[config.mk]
export PLATFORM = sky130hd
export DESIGN_NAME = wb_arbiter
export DESIGN_NICKNAME = d
export VERILOG_FILES = /design/src/rtl/wb_arbiter.sv
export SDC_FILE = /design/constraint.sdc
export NUM_CORES = 1
export LEC_CHECK = 0
export BUFFER_PORTS_ARGS = -buffer_cell sky130_fd_sc_hd__buf_2
export CAP_MARGIN = 25
export CORE_UTILIZATION = 50
export CTS_CLUSTER_SIZE = 28
export DETAILED_ROUTE_END_ITERATION = 12
export PLACE_DENSITY = 0.75
export SLEW_MARGIN = 5
export SYNTH_ARGS = -nofsm -noshare
export SYNTH_HDL_FRONTEND = slang
export SYNTH_SLANG_ARGS = --single-unit
[constraint.sdc]
create_clock -name clk -period 10.6 [get_ports clk]
set_clock_uncertainty 0.2 [all_clocks]
set_input_delay 2.12 -clock clk [delete_from_list [all_inputs] [get_ports clk]]
set_output_delay 2.12 -clock clk [all_outputs]
set_load 0.005 [all_outputs]
[src/rtl/wb_arbiter.sv]
// Register-file writeback arbiter: ALU results take priority over a FIFO of memory results,
// and a busy-bit scoreboard flags decode-stage sources with a long-latency write still pending.
module wb_arbiter #(
    parameter int QDEPTH = 2
) (
    input  logic        clk,
    input  logic        reset,
    input  logic        alu_valid,
    input  logic [4:0]  alu_rd,
    input  logic        alu_use_sp,
    input  logic [63:0] alu_data,
    input  logic        mem_valid,
    output logic        mem_ready,
    input  logic [4:0]  mem_rd,
    input  logic        mem_use_sp,
    input  logic [63:0] mem_data,
    input  logic        lsu_issue,
    input  logic [4:0]  lsu_issue_rd,
    input  logic        lsu_issue_use_sp,
    input  logic [4:0]  chk_rs1,
    input  logic [4:0]  chk_rs2,
    input  logic        chk_use_sp,
    output logic        hazard,
    output logic        RegWrite,
    output logic [4:0]  Write_register,
    output logic [63:0] Write_d
);

    localparam int AW = (QDEPTH > 2) ? $clog2(QDEPTH) : 1;
    localparam logic [AW:0] L_FULL = (AW + 1)'(QDEPTH);

    function automatic logic is_xzr(input logic [4:0] rd, input logic use_sp);
        return (rd == 5'd31) && !use_sp;
    endfunction

    logic [4:0]    r_q_rd   [QDEPTH];
    logic          r_q_sp   [QDEPTH];
    logic [63:0]   r_q_data [QDEPTH];
    logic [AW-1:0] r_wptr;
    logic [AW-1:0] r_rptr;
    logic [AW:0]   r_count;
    logic [31:0]   r_busy;

    logic          w_full;
    logic          w_empty;
    logic          w_enq;
    logic          w_deq;
    logic          w_alu_wr;
    logic          w_head_wr;
    logic [4:0]    w_head_rd;
    logic          w_issue_set;
    logic [31:0]   w_busy_nxt;

    assign w_full      = (r_count == L_FULL);
    assign w_empty     = (r_count == '0);
    assign mem_ready   = !reset && !w_full;
    assign w_enq       = mem_valid && mem_ready;
    assign w_alu_wr    = alu_valid && !is_xzr(alu_rd, alu_use_sp);
    // A discarded XZR ALU result leaves the write port free, so the head may still drain.
    assign w_deq       = !w_empty && !w_alu_wr;
    assign w_head_rd   = r_q_rd[r_rptr];
    assign w_head_wr   = w_deq && !is_xzr(w_head_rd, r_q_sp[r_rptr]);
    assign w_issue_set = lsu_issue && !is_xzr(lsu_issue_rd, lsu_issue_use_sp);

    assign hazard = (r_busy[chk_rs1] && !is_xzr(chk_rs1, chk_use_sp)) ||
                    (r_busy[chk_rs2] && !is_xzr(chk_rs2, chk_use_sp));

    // Next scoreboard: an issue to the same index outranks the dequeue clear.
    always_comb begin
        w_busy_nxt = r_busy;
        for (int i = 0; i < 32; i++) begin
            w_busy_nxt[i] = (w_issue_set && (lsu_issue_rd == 5'(i))) ? 1'b1 :
                            (w_deq && (w_head_rd == 5'(i)))          ? 1'b0 : r_busy[i];
        end
    end

    // Queue payload storage; contents are don't-care until the count covers them.
    always_ff @(posedge clk) begin
        if (w_enq) begin
            r_q_rd[r_wptr]   <= mem_rd;
            r_q_sp[r_wptr]   <= mem_use_sp;
            r_q_data[r_wptr] <= mem_data;
        end
    end

    // Queue pointers, occupancy and scoreboard.
    always_ff @(posedge clk or posedge reset) begin
        if (reset) begin
            r_wptr  <= '0;
            r_rptr  <= '0;
            r_count <= '0;
            r_busy  <= 32'd0;
        end else begin
            r_busy <= w_busy_nxt;
            if (w_enq) begin
                r_wptr <= r_wptr + AW'(1);
            end
            if (w_deq) begin
                r_rptr <= r_rptr + AW'(1);
            end
            case ({w_enq, w_deq})
                2'b10:   r_count <= r_count + (AW + 1)'(1);
                2'b01:   r_count <= r_count - (AW + 1)'(1);
                default: r_count <= r_count;
            endcase
        end
    end

    // Registered register-file write port.
    always_ff @(posedge clk or posedge reset) begin
        if (reset) begin
            RegWrite       <= 1'b0;
            Write_register <= 5'd0;
            Write_d        <= 64'd0;
        end else if (w_alu_wr) begin
            RegWrite       <= 1'b1;
            Write_register <= alu_rd;
            Write_d        <= alu_data;
        end else if (w_head_wr) begin
            RegWrite       <= 1'b1;
            Write_register <= w_head_rd;
            Write_d        <= r_q_data[r_rptr];
        end else begin
            RegWrite       <= 1'b0;
            Write_register <= 5'd0;
            Write_d        <= 64'd0;
        end
    end

endmodule

==> reports/summary.txt <==
Status: completed
Share of the synthesized area in the top cell type: 0.434
Top Ports: 234
Crit. End Element: output pin
Grt ovf: 0
Final RePlAce weighted congestion: 0.868
Synth Area per Inst: 13.9 µm²
Top_reg_cell synth: edfxtp_1
DRT antenna net count: 0
CTS tree: yes
Share of layout cells above drive strength 1: 0.323
Worst-Skew Late Latency: 520 ps
CP Data Required Time: 8280 ps
Wire length per cell: 18.9 µm
Startpoint Class: input pin
Area contributors post-synth: edfxtp_1 (43%), dfrtp_1 (27%), mux2i_1 (8.0%)
Global-route wire length before repair: 35000 µm
Slew headroom: 0.331
Die Ht: 141 µm
Peak VDD IR: 0.185 mV
Vias in the first global route: 6537
Area growth, synth to finish: 23.4%
Syn nets: 858
Leak: 5.10 nW
Slew Viols, Final: 0
DP Wirelength: 15200 µm
Rows: 50
Worst hold endpoint: Write_d[20]
CP Max Fanout: 11
Area of the mapped netlist: 9690 µm²
Final setup viols: 0
Cell count after synthesis: 695
Hold_buf cts: 0
Hold WS: 317 ps
Warnings, synthesis: 0
Die width: 141 µm
Placed Cells: 1157
Post-Layout Cell Count: 1211
Die footprint: 19900 µm²
Yosys top cell by area: edfxtp_1
DRT iter0 DRCs: 399
PortBufs: 233
Pwr dens: 237 nW/µm²
Synth cell count leaders: edfxtp_1 (140), nand2_1 (115), dfrtp_1 (106)
MaxCap Viol Count: 0
Vias: 6473
Hold depth: 2
Root buf cell: clkbuf_16
Post-CTS Setup Bufs: 0
HP Start: r_q_data[0][20]
Final worst-path cycle share: 0.556
Final nets: 1090
Total track usage: 0.231
Setup WS post-layout: 4710 ps
Post-synth EDFFs: 140
DRT Wirelength: 22800 µm
Number of distinct library cells after synthesis: 48
Clock Sinks: 246
DR DRC count: 0
Post-cts sizing count: 0
Worst flop-to-flop path endpoint: Write_d[15]
Starting density of the core: 0.515
Worst Reg-to-Reg Cells: 7
Setup CP Type: in2out
Ys async rst share: 0.431
Setup_tns: 0 ps
Initial antenna violation count: 7
HP Class: reg2reg
DR pass1 iterations: 4
Fmax achieved: 170 MHz
Worst-path clk slew: 60 ps
FF-to-FF Start: r_rptr
CTS buffer count: 25
CP arrival: 3570 ps
H-tree levels: 1
Post-synthesis sequential area ratio: 0.708
Largest net degree at the start of global routing: 72
Worst Tran Pin Value: 1000 ps
Worst slack, placed: 4720 ps
Seq cells post-synth: 246
Final Critical Period: 5890 ps
Reg2Reg Setup Slack: 6690 ps
Maximum buffer depth of the clock tree: 3
Core box area: 18800 µm²
RSZ-0062 raised after global routing: false
Hold Vio Cnt, Final: 0
Count leader, synth: edfxtp_1
Via density: 5.35
==> how the worst max path moves through the flow <==
stage               start        endpoint  slack (ps)  cells after the start
2_1_floorplan       reset  r_q_data[0][0]        4500                      3
3_3_place_gp   chk_rs2[1]          hazard        4740                      7
3_5_place_dp   chk_rs2[1]          hazard        4720                      7
4_1_cts        chk_rs1[0]          hazard        4710                      7
5_1_grt        chk_rs1[0]          hazard        4560                      7
6_report       chk_rs1[0]          hazard        4710                      7
==> report_power, final <==
| group | leakage [nW] | switching, mW | internal (mW) |
|---|---|---|---|
| logic | 2.13 | 0.333 | 0.284 |
| registers | 2.57 | 0.138 | 1.23 |
| clock network | 0.402 | 0.354 | 0.501 |
| total | 5.10 | 0.825 | 2.02 |
==> flip-flops by register name (all words and copies together) (netlist names) <==
| register | count |
|---|---|
| r_q_sp | 2 |
| r_wptr | 1 |
| r_rptr | 1 |
| r_count | 2 |
| r_q_rd | 10 |
| Write_d | 64 |
| r_busy | 32 |
| r_q_data | 128 |
| RegWrite | 1 |
| Write_register | 5 |
==> final cells by class <==
type | instances | area (µm²)
Multi-Input combinational cell | 406 | 2660
Inverter | 7 | 28.8
Fill cell | 1441 | 6870
Sequential cell | 246 | 6860
Tap cell | 260 | 325
Timing Repair Buffer | 241 | 1260
Clock buffer | 35 | 723
Antenna cell | 5 | 12.5
Clock inverter | 11 | 88.8
==> per-stage QoR <==
step	power [mW]	util	cell area [µm²]
6_report	2.84	0.635	12000
5_1_grt	2.98	0.635	12000
4_1_cts	2.86	0.631	11900
3_5_place_dp	2.00	0.588	11100
3_3_place_gp	1.99	0.588	11100
2_1_floorplan	1.75	-	9690
==> metal layers <==
layer	routed length (µm)	global-route usage	vias up
met3	2150	0.0737	39
met4	565	0.0761	2
met2	10900	0.368	261
li1	-	-	3011
met5	10	0	-
met1	9220	0.301	3160
==> critical path, cell delays in order <==
cell and delay [ps]:
buf_2 240, mux4_2 540, nor2_1 110, nor4_1 70
a211oi_1 240, nand4_1 120, buf_2 130
==> cell usage in the layout (no fill, tap or decap), types with 6 or more instances in the layout <==
cell type / netlist / layout
buf_2: 8 / 233
mux4_2: 11 / 11
nand2_1: 115 / 115
clkbuf_8: 0 / 6
nor2b_1: 6 / 6
clkbuf_16: 0 / 25
o21ai_0: 97 / 97
nor2_1: 9 / 8
inv_1: 7 / 6
o21ai_1: 22 / 22
dfrtp_1: 106 / 105
mux2i_1: 77 / 77
nand2b_1: 6 / 6
edfxtp_1: 140 / 140
==> cells by family after synthesis <==
family,count (synthesis),share of synthesized area
DFF,246,0.708
muxes,91,0.109
adders and majority gates,1,0.00129
buffers and inverters,43,0.0201
and+or+nand+nor,170,0.0791
AOI/OAI and AO/OA,139,0.0784
xor gates and xnor gates,5,0.00452
No activity file was read; power rests on OpenSTA's default activity.
